`src/rtl/multi_port_free_list.sv`:
```
// multi_port_free_list: circular buffer of free physical register numbers.
// Several in-order allocate lanes pop from the head, several release lanes
// push at the tail, and a rollback rewinds the head to hand back registers
// that were allocated on a squashed path. Pointers wrap modulo ENTRY_NUM by
// compare-and-subtract so the depth need not be a power of two.
module multi_port_free_list #(
    parameter int ENTRY_NUM  = 32,
    parameter int DATA_WIDTH = 6,
    parameter int POP_WIDTH  = 2,
    parameter int PUSH_WIDTH = 2,
    parameter int INIT_BASE  = 32
) (
    input  logic                             clk,
    input  logic                             rst,
    input  logic [POP_WIDTH-1:0]             popReq,
    output logic [POP_WIDTH*DATA_WIDTH-1:0]  popData,
    output logic                             allocatable,
    input  logic [PUSH_WIDTH-1:0]            pushReq,
    input  logic [PUSH_WIDTH*DATA_WIDTH-1:0] pushData,
    input  logic                             rollback,
    input  logic [$clog2(ENTRY_NUM):0]       rollbackCount,
    output logic [$clog2(ENTRY_NUM):0]       count,
    output logic                             empty
);

    localparam int PTR_W = $clog2(ENTRY_NUM);
    localparam int CNT_W = PTR_W + 1;
    // One extra bit so pointer + increment never overflows before the wrap compare.
    localparam int SUM_W = CNT_W + 1;
    localparam logic [SUM_W-1:0] DEPTH = SUM_W'(ENTRY_NUM);

    logic [DATA_WIDTH-1:0] entry_r [ENTRY_NUM];
    logic [PTR_W-1:0]      headPtr_r;
    logic [PTR_W-1:0]      tailPtr_r;
    logic [CNT_W-1:0]      count_r;
    logic                  empty_r;

    logic [CNT_W-1:0]      popCnt_s;
    logic [CNT_W-1:0]      pushCnt_s;
    logic [CNT_W-1:0]      popAdv_s;
    logic [CNT_W-1:0]      countNext_s;
    logic [SUM_W-1:0]      countSum_s;
    logic [PTR_W-1:0]      headNext_s;
    logic [PTR_W-1:0]      tailNext_s;
    logic [PTR_W-1:0]      pushIdx_s [PUSH_WIDTH];
    logic                  popOk_s;

    // (ptr + inc) mod ENTRY_NUM; inc never exceeds ENTRY_NUM.
    function automatic logic [PTR_W-1:0] wrapAdd(input logic [PTR_W-1:0] ptr,
                                                 input logic [CNT_W-1:0] inc);
        logic [SUM_W-1:0] sum;
        sum = SUM_W'(ptr) + SUM_W'(inc);
        if (sum >= DEPTH) begin
            sum = sum - DEPTH;
        end else begin
            sum = sum;
        end
        return PTR_W'(sum);
    endfunction

    // (ptr - dec) mod ENTRY_NUM; dec never exceeds ENTRY_NUM.
    function automatic logic [PTR_W-1:0] wrapSub(input logic [PTR_W-1:0] ptr,
                                                 input logic [CNT_W-1:0] dec);
        logic [SUM_W-1:0] diff;
        if (SUM_W'(ptr) >= SUM_W'(dec)) begin
            diff = SUM_W'(ptr) - SUM_W'(dec);
        end else begin
            diff = SUM_W'(ptr) + DEPTH - SUM_W'(dec);
        end
        return PTR_W'(diff);
    endfunction

    function automatic logic [CNT_W-1:0] popCount(input logic [POP_WIDTH-1:0] req);
        logic [CNT_W-1:0] c;
        c = {CNT_W{1'b0}};
        for (int i = 0; i < POP_WIDTH; i++) begin
            c = c + CNT_W'(req[i]);
        end
        return c;
    endfunction

    function automatic logic [CNT_W-1:0] pushCount(input logic [PUSH_WIDTH-1:0] req);
        logic [CNT_W-1:0] c;
        c = {CNT_W{1'b0}};
        for (int i = 0; i < PUSH_WIDTH; i++) begin
            c = c + CNT_W'(req[i]);
        end
        return c;
    endfunction

    // Grant compaction: the k-th requesting lane reads the entry k slots past the head.
    always_comb begin
        logic [CNT_W-1:0] rank;
        rank    = {CNT_W{1'b0}};
        popData = {(POP_WIDTH*DATA_WIDTH){1'b0}};
        for (int j = 0; j < POP_WIDTH; j++) begin
            popData[j*DATA_WIDTH +: DATA_WIDTH] = entry_r[wrapAdd(headPtr_r, rank)];
            rank = rank + CNT_W'(popReq[j]);
        end
    end

    // Release slot selection: the k-th releasing lane writes k slots past the tail.
    always_comb begin
        logic [CNT_W-1:0] rank;
        rank = {CNT_W{1'b0}};
        for (int j = 0; j < PUSH_WIDTH; j++) begin
            pushIdx_s[j] = wrapAdd(tailPtr_r, rank);
            rank = rank + CNT_W'(pushReq[j]);
        end
    end

    // Grant check plus next-state pointers and count; rollback overrides any pop.
    always_comb begin
        popCnt_s    = popCount(popReq);
        pushCnt_s   = pushCount(pushReq);
        allocatable = (count_r >= popCnt_s);
        popOk_s     = allocatable && !rollback;
        if (popOk_s) begin
            popAdv_s = popCnt_s;
        end else begin
            popAdv_s = {CNT_W{1'b0}};
        end
        if (rollback) begin
            headNext_s = wrapSub(headPtr_r, rollbackCount);
            countSum_s = SUM_W'(count_r) + SUM_W'(pushCnt_s) + SUM_W'(rollbackCount);
        end else begin
            headNext_s = wrapAdd(headPtr_r, popAdv_s);
            // popAdv_s <= count_r whenever it is non-zero, so this never underflows.
            countSum_s = SUM_W'(count_r) + SUM_W'(pushCnt_s) - SUM_W'(popAdv_s);
        end
        tailNext_s  = wrapAdd(tailPtr_r, pushCnt_s);
        countNext_s = CNT_W'(countSum_s);
    end

    // Pointer, count and empty-flag registers.
    always_ff @(posedge clk or posedge rst) begin
        if (rst) begin
            headPtr_r <= {PTR_W{1'b0}};
            tailPtr_r <= {PTR_W{1'b0}};
            count_r   <= CNT_W'(ENTRY_NUM);
            empty_r   <= 1'b0;
        end else begin
            headPtr_r <= headNext_s;
            tailPtr_r <= tailNext_s;
            count_r   <= countNext_s;
            empty_r   <= (countNext_s == {CNT_W{1'b0}});
        end
    end

    // Storage: preloaded with consecutive register numbers, written by releases.
    always_ff @(posedge clk or posedge rst) begin
        if (rst) begin
            for (int i = 0; i < ENTRY_NUM; i++) begin
                entry_r[i] <= DATA_WIDTH'(INIT_BASE + i);
            end
        end else begin
            for (int j = 0; j < PUSH_WIDTH; j++) begin
                if (pushReq[j]) begin
                    entry_r[pushIdx_s[j]] <= pushData[j*DATA_WIDTH +: DATA_WIDTH];
                end
            end
        end
    end

    assign count = count_r;
    assign empty = empty_r;

endmodule


```
`config.mk`:
```
export PLATFORM = sky130hd
export DESIGN_NAME = multi_port_free_list
export DESIGN_NICKNAME = d
export VERILOG_FILES = /design/src/rtl/multi_port_free_list.sv
export SDC_FILE = /design/constraint.sdc
export NUM_CORES = 1
export LEC_CHECK = 0
export BUFFER_PORTS_ARGS = -buffer_cell sky130_fd_sc_hd__buf_2
export CORE_UTILIZATION = 65
export CTS_BUF_LIST = sky130_fd_sc_hd__clkbuf_2
export DETAILED_ROUTE_END_ITERATION = 7
export PLACE_DENSITY_LB_ADDON = 0.15
export SKIP_CTS_REPAIR_TIMING = 1
export SLEW_MARGIN = 20
export SYNTH_ARGS = -nofsm -noshare
export SYNTH_HDL_FRONTEND = slang
export SYNTH_SLANG_ARGS = --single-unit
```
`constraint.sdc`:
```
create_clock -name clk -period 8.25 [get_ports clk]
set_clock_uncertainty 0.05 [all_clocks]
set_input_delay 0.825 -clock clk [delete_from_list [all_inputs] [get_ports clk]]
set_output_delay 0.825 -clock clk [all_outputs]
set_load 0.1 [all_outputs]
```
==> impl_summary.md, run 1 <==
Run
The count of maximum capacitance violations is 0.

Drt
For this block, the routed nets add up to 41000 um of wire. The met2 layer wire length in the routed design is 18900 um. Dividing the detail-routed via count by the number of cells gives 6.86. For this block, the via count after detailed routing is 10489. In the final routed layout, each cell accounts on average for 26.8 um. The final routed DRC violation total is 0.

The routed metal-1 wire length is 16600 um. The number of optimization iterations in the first detailed-route pass is 5. The iteration-0 DRC count of the detailed router is 1062. In this run the remaining antenna-violating nets after routing total 0. The highest signal layer in the routed design is met4. Wire segments on met3 add up to 3640 um in the final route.

Timing
The count of pins over their slew limit came to 0. For the final routed database, the setup TNS stands at 0 ns. The slew at the pin closest to its max-slew limit is 1.20 ns. Timing would allow up to 0.187 GHz.

The count of endpoints failing setup in the final report is 0. The final-report hold violation count is 0. The setup slack after layout is 2.91 ns. Setup repair after global routing left no endpoint under its margin.

The shortest period the worst path allows is 5.34 ns. The relative max-transition margin is 19.1%. The worst path uses 64.7% of the clock period.

Global route
The wire length of the first global-routing pass is 63500 um. Global routing used 36.1% of the available tracks. The number of global-route vias before repair is 10629. Entering global routing, the biggest net connects 139 pins. The initial antenna violation count is 1. The total grt overflow is 0.

Setup path
Data on the critical path is required at its endpoint by 7.38 ns. The maximum fanout encountered on the critical timing path is 21. The category of the worst setup path launch point is a flop.

The critical path capture point type is a primary output. Setup slack on the worst reg-to-reg path comes out at 4.59 ns. The data arrival time of the critical path is 4.47 ns. The setup path with the least slack is of type reg -> out.

Finish
The layout overhead on the synthesized area is 5.41%. The area used by multi-input combinational logic is 8990 um^2. The sequential cell area in the final layout is 5380 um^2.

Cells with a size suffix above 1 make up 59.9% of the layout. The library cell used most frequently in the layout, excluding fill and tap cells, is mux2_2. At the end of the flow, the number of nets in the layout was 1251.

After the flow finishes, the layout carries non-filler instances totaling 1529. The final cell utilization of the core is 70.7%. The layout has 1573 filler cells. In the layout the commonest cells are 384 x mux2_2, 113 x dfstp_2, 94 x dfrtp_1.

CTS
The level count of the clock H-tree is 2. The CTS sink count is 209. The root cell of the clock tree is clkbuf_2. Clock-pin slew was measured on the worst setup and hold paths at 0.11 ns. The clock tree from TritonCTS is built. The later pin in the worst-skew pair is clocked with a latency of 0.94 ns. The longest clock path from root to sink contains 3 buffers. The number of clock buffers added by TritonCTS is 57.

Floorplan
The total area inside the core boundary comes to 22100 um^2. The floorplan step defined a die boundary enclosing 23400 um^2. The die is 153 um wide. Pin placement for this block handled 45 I/O pins.

The die is 153 um tall. The floorplan has 54 rows. The initial core utilization is 67.0%.

Placed design
The total of buffers placed on input and output ports is 44. The HPWL after detailed placement is 26700 um. The pre-CTS setup slack is 3.69 ns. In this run, placement finished with an instance count of 1420. At the end of routability-driven placement, the weighted congestion stood at 0.968.

Synth
The average instance area after synthesis is 12.6 um^2. During synthesis, Yosys emitted a total of 0 warnings. The fraction of registers with async set or reset after synthesis is 100%. The most area-hungry cell type in the Yosys netlist is mux2_2. The number of cells produced by synthesis is 1172. The most frequently used flop master after synthesis is dfstp_2.

The count of flip-flops with a built-in enable after synthesis is 0. In this run, distinct cell masters in the synthesized netlist total 63. By area the synthesized netlist is led by mux2_2 29%, dfstp_2 20%, dfrtp_1 16%. Summing the sequential cell areas from Yosys gives 36.3% of the chip area. The number of nets in the synthesized netlist is 1224. The post-synthesis instance area is 14800 um^2.

The synthesized design devotes to its leading area cell type 29.2% of total area. Counting flops and latches in the post-synthesis netlist gives 209.

Run status
The run finished with clean final reports.

Worst hold path
The path category of the worst min-delay check is in -> async.
## cell usage after synthesis, types with 2 or more instances
cell / count
mux2_2: 384
dfstp_2: 113
dfrtp_1: 96
mux4_2: 78
mux2i_1: 69
clkbuf_1: 50
nor2_1: 50
nand2_1: 44
nand3_1: 37
a21oi_1: 24
ha_1: 23
a22oi_1: 19
inv_1: 19
buf_2: 15
o21ai_0: 11
nor3_1: 10
xor2_1: 10
o22ai_1: 9
xnor2_1: 9
a21o_1: 7
buf_4: 7
nor2b_1: 7
a221oi_1: 6
and3_1: 5
buf_6: 5
and2_1: 4
and3b_1: 4
fa_1: 4
nor3_2: 4
nor3_4: 4
or2_2: 4
a32oi_1: 3
nand2b_1: 3
a2bb2oi_1: 2
and2b_1: 2
buf_1: 2
nand3b_1: 2
nor3b_1: 2
## metrics by stage
stage / cell area (um^2) / hold slack (ns)
after global routing: 15600 / 0.116
after detailed placement: 15100 / 0.517
after CTS: 15600 / 0.0327
after floorplan: 14800 / 0.499
final: 15600 / 0.0235
after global placement: 15100 / 0.514
## path summary, 6_finish.rpt
check / start / end / cells after the start
max: headPtr_r[2] / popData[10] / 6
min: rst / entry_r[26] / 2
max reg2reg: count[0] / empty / 14
min reg2reg: entry_r[95] / entry_r[95] / 2
max in group asynchronous: rst / entry_r[85] / 3
min in group clk: rollbackCount[0] / headPtr_r[0] / 3
## area by class of cell
type / count / share of cell area [%]
clock inverters: 15 / 0.553
flip-flops and latches: 209 / 34.4
diodes: 1 / 0.0160
multi-input cells: 863 / 57.6
inverters: 19 / 0.505
well taps: 280 / 2.24
repair buffers: 49 / 1.65
clock buffers: 93 / 2.98
## sequential cells by signal (all words and copies together), names as in the netlist
name / count
entry_r: 192
headPtr_r: 5
empty: 1
count: 6
tailPtr_r: 5
## worst max-delay path, stage by stage (launching register included)
cell and delay (ns):
dfrtp_1 0.98, and2_1 0.67, a21oi_1 0.15, a41oi_1 0.52, o22ai_1 0.33, a221oi_1 0.45, buf_2 0.51
## cell families after synthesis
kind of cell    share of synthesized area (%)
fa+ha+maj                                2.48
buf+inv                                  3.18
simple gates                             6.62
mux                                      45.8
xor+xnor                                 1.23
flops                                    36.3
compound gates                           4.43
## layer usage
layer | global-route usage [%] | vias up
li1 | - | 4526
met1 | 49.1 | 5295
met2 | 56.4 | 554
met3 | 6.83 | 114
met4 | 16.9 | 0
met5 | 0 | -
Power of run 1 is left out: the tool's default activity adds up to more than one toggle a clock period on the data nets, which glitch-free logic cannot reach.
==> run 2: changes to the inputs <==
--- a/config.mk
+++ b/config.mk
@@ -5,6 +5,7 @@
 export SDC_FILE = /design/constraint.sdc
 export NUM_CORES = 1
 export LEC_CHECK = 0
+export ABC_AREA = 1
 export BUFFER_PORTS_ARGS = -buffer_cell sky130_fd_sc_hd__buf_2
 export CORE_UTILIZATION = 65
 export CTS_BUF_LIST = sky130_fd_sc_hd__clkbuf_2
==> constraint.sdc (replaced) <==
create_clock -name clk -period 5.6 [get_ports clk]
set_clock_uncertainty 0.05 [all_clocks]
set_input_delay 0.56 -clock clk [delete_from_list [all_inputs] [get_ports clk]]
set_output_delay 0.56 -clock clk [all_outputs]
set_load 0.1 [all_outputs]
==> run 2 against run 1 <==
  * The run now ends with hold timing left
  * Final area fell by 3.3%
  * Die area fell by 2.6%
  * Critical path depth rose by 4
  * Utilization fell by 1.5 points
==> impl_summary.md, run 2 <==
Setup path
The total buffers and inverters traversed by the critical path is 2. The kind of cell with the highest combined delay along the critical path is adder cells. The data required time at the worst endpoint is 4.99 ns.

The signal on the critical path passes through ha_4 > ha_2 > inv_1 > a21oi_1 > o21ai_0 > nand3_1 > nand3_1 > nand3_1 > o21a_1 > buf_2. The most prevalent standard cell on the critical path is nand3_1. The worst register-to-register path begins at tailPtr_r[0]. The maximum fanout encountered on the critical timing path is 59. The slowest stage of the critical path belongs to the cell ha_2.

The logic depth of the worst setup path including buffers is 10. The data arrival time of the critical path is 4.64 ns. The flop-to-flop setup slack is 2.44 ns. The critical path capture point type is a primary output. The critical register-to-register path endpoint is entry_r[131]. The category of the worst setup path launch point is a flop.

The critical path is of the reg -> out type. The delay of the slowest cell on the worst path is 1.09 ns. The number of cells on the worst reg-to-reg path is 6.

Global route
For this run, global-route usage on met3 was measured as 11.0%. The aggregate global-route resource usage is 43.8%. The initial antenna violation count is 1. Entering global routing, the biggest net connects 120 pins. The first global-routing pass estimated 74900 um of wire. Global routing finished with a remaining overflow of 0.

The global routing stage identified its most utilized layer as met2. Global routing consumed, on the met1 layer, 57.8% of the routing resources. In the global route stage, met2 resource usage came out at 65.1%.

The number of global-route vias before repair is 13292.

Run status
The final reports fail on hold timing. The flow ran to the end, but the final reports show violations.

Floorplan
The total area inside the core boundary comes to 21800 um^2. The boundary pin count is 45. The die is 151 um wide. After floorplanning, the core was divided into 54 placement rows. Once the floorplan was initialized, standard cells occupied 66.1% of the core. The vertical die dimension is 151 um. The die covers 22800 um^2.

Timing
The count of pins over their slew limit is 0. Hold timing on the final database bottoms out at a slack of -0.0194 ns. The shortest period the worst path allows is 5.25 ns. Setup repair after global routing left no endpoint under its margin. The final-report hold violation count is 3. The setup slack after layout is 0.352 ns.

In this run the tightest slew margin relative to its limit is 12.1%. Timing would allow up to 0.191 GHz. For the pin with the worst max-slew slack, the measured transition is 1.31 ns. Dividing the final minimum period by the clock period gives 93.7%. The count of endpoints failing setup in the final report is 0. The summed negative setup slack over all endpoints is 0 ns.

Worst hold path
The path category of the worst min-delay check is in -> reg. The endpoint of the worst hold path is entry_r[9]. The number of cells on the worst hold path is 5. The startpoint identified for the worst hold timing path is pushData[3].

Finish
In the layout the commonest cells are 580 x nand2_1, 437 x o21ai_0, 130 x inv_1. The flip-flop count of the largest register, all copies and words added is 192. Ranked by flip-flop count, first place goes to entry_r. The net count of the finished layout is 2110.

Compared with the post-synthesis result, the final layout area differs by 4.65%. The most common library cell in the layout ignoring fill and taps is nand2_1. The fraction of layout instances using a drive strength above 1 is 14.7%.

Drt
The routed wire length is 49500 um. Across all layers, the routed design uses 15108 vias. In this run, the number of DRC markers left after iteration 0 of detailed routing was 2361. Dividing the detail-routed via count by the number of cells gives 6.33. The number of optimization iterations in the first detailed-route pass is 8. In the final routed layout, each cell accounts on average for 20.7 um. After detailed routing, the number of remaining DRC violations is 0. The remaining number of nets flagged by the antenna check after routing is 0.

Placed design
Port buffering added 44 buffers. Timing analysis after detailed placement gives a worst setup slack of 1.51 ns. At the end of routability-driven placement, the weighted congestion stood at 1.07. The HPWL after detailed placement is 32300 um.

CTS
The clock tree from TritonCTS is built. The CTS sink count is 209. The number of buffers inserted during clock tree synthesis is 56. The level count of the clock H-tree is 2. Clock-pin slew was measured on the worst setup and hold paths at 0.12 ns. The root cell of the clock tree is clkbuf_2.

The clock latency reported for the late side of the worst-skew pair is 0.92 ns. The number of buffers on the longest clock path is 3.

Synth
The fraction of registers with async set or reset after synthesis is 100%. The average instance area after synthesis is 6.85 um^2. Among all cell types in the netlist, the one instantiated most often is nand2_1. Counting every net in the synthesized netlist gives 2157. After synthesis, flip-flops and latches occupy 37.2% of the total area.

The cell area that synthesis handed to floorplanning was 14400 um^2. The most frequently used flop master after synthesis is dfstp_2. The count of flip-flops with a built-in enable after synthesis is 0. The flip-flop and latch count after synthesis is 209.

The area share of the largest cell type after synthesis is 20.6%. The number of cells produced by synthesis is 2105. The Yosys step of the flow raised 0 warnings.

After synthesis, the cell types taking the most area are dfstp_2 21%, dfrtp_1 17%, o21ai_0 15%. After synthesis, the netlist uses 35 different library cells. Counting instances in the post-synthesis netlist gives the leading cell types as 580 x nand2_1, 437 x o21ai_0, 134 x inv_1. The biggest area contributor in the post-synthesis netlist is dfstp_2.

Power
The static leakage is 6.62 nW. The worst-case IR drop observed on VDD is 1.63 mV. Dividing total power by cell area gives a power density of 705 nW/um^2.

Run
Max-cap violations in this run came to 0.
run 2: changes by cell type after synthesis, sizes merged, moves of 73 or more:
cell and change:
o21ai +542, nand2 +536, mux4 -78, nand3 +76, a21oi +81, mux2 -385, o211ai +73, inv +120
run 2: worst max-delay path by stage:
stage	start	to	slack, ns
2_1_floorplan	count[0]	empty	1.13
3_3_place_gp	headPtr_r[0]	popData[6]	1.55
3_5_place_dp	headPtr_r[0]	popData[8]	1.51
4_1_cts	headPtr_r[0]	popData[8]	0.53
5_1_grt	headPtr_r[0]	popData[8]	0.25
6_report	headPtr_r[0]	popData[8]	0.35
run 2: metal layers:
metal / part of all wire [%] / routed length, um / vias up
li1: - / - / 7023
met1: 37 / 18500 / 6819
met2: 43 / 21200 / 1048
met3: 13 / 6650 / 218
met4: 6.2 / 3090 / 0
met5: 0 / 0 / -
run 2: kinds of logic after synthesis:
| group | share of synthesized area (%) |
|---|---|
| AOI/OAI and AO/OA | 27.5 |
| and+or+nand+nor | 22.4 |
| adders and majority gates | 2.55 |
| xor gates and xnor gates | 1.48 |
| buffers and inverters | 8.91 |
| DFF | 37.2 |
run 2: final cells by class:
cell class              instances  area (um^2)
clock buffers                  88          440
inverters                     142          537
repair buffers                 75          470
well taps                     280          350
multi-input cells            1574         7820
clock inverters                17         96.3
flip-flops and latches        209         5380
fillers                      1968         6730
diodes                          1         2.50
run 2: worst reg2reg max path, delay by kind of cell (launching register included):
family                     cells  cell delay (ns)
and+or+nand+nor                2             1.44
adders and majority gates      2             0.63
DFF                            1             0.47
AOI/OAI and AO/OA              1             0.30
buffers and inverters          1             0.09
run 2: power breakdown:
group          switching (mW)  internal (mW)
combinational            4.57           1.83
sequential              0.671           2.42
clock                   0.697          0.463
run 2: metrics by stage:
stage / total power, mW / instance area (um^2) / utilization [%] / hold WS [ns] / std cells
floorplan: 7.68 / 14400 / - / 0.504 / 2105
global placement: 9.11 / 14500 / 66.4 / 0.521 / 2273
detailed placement: 9.25 / 14500 / 66.4 / 0.532 / 2273
CTS: 10.4 / 15000 / 68.8 / -0.242 / 2378
global route: 11.4 / 15100 / 69.2 / 0.000639 / 2386
finish: 10.7 / 15100 / 69.2 / -0.0194 / 2386
Power figures use the tool's default switching activity.
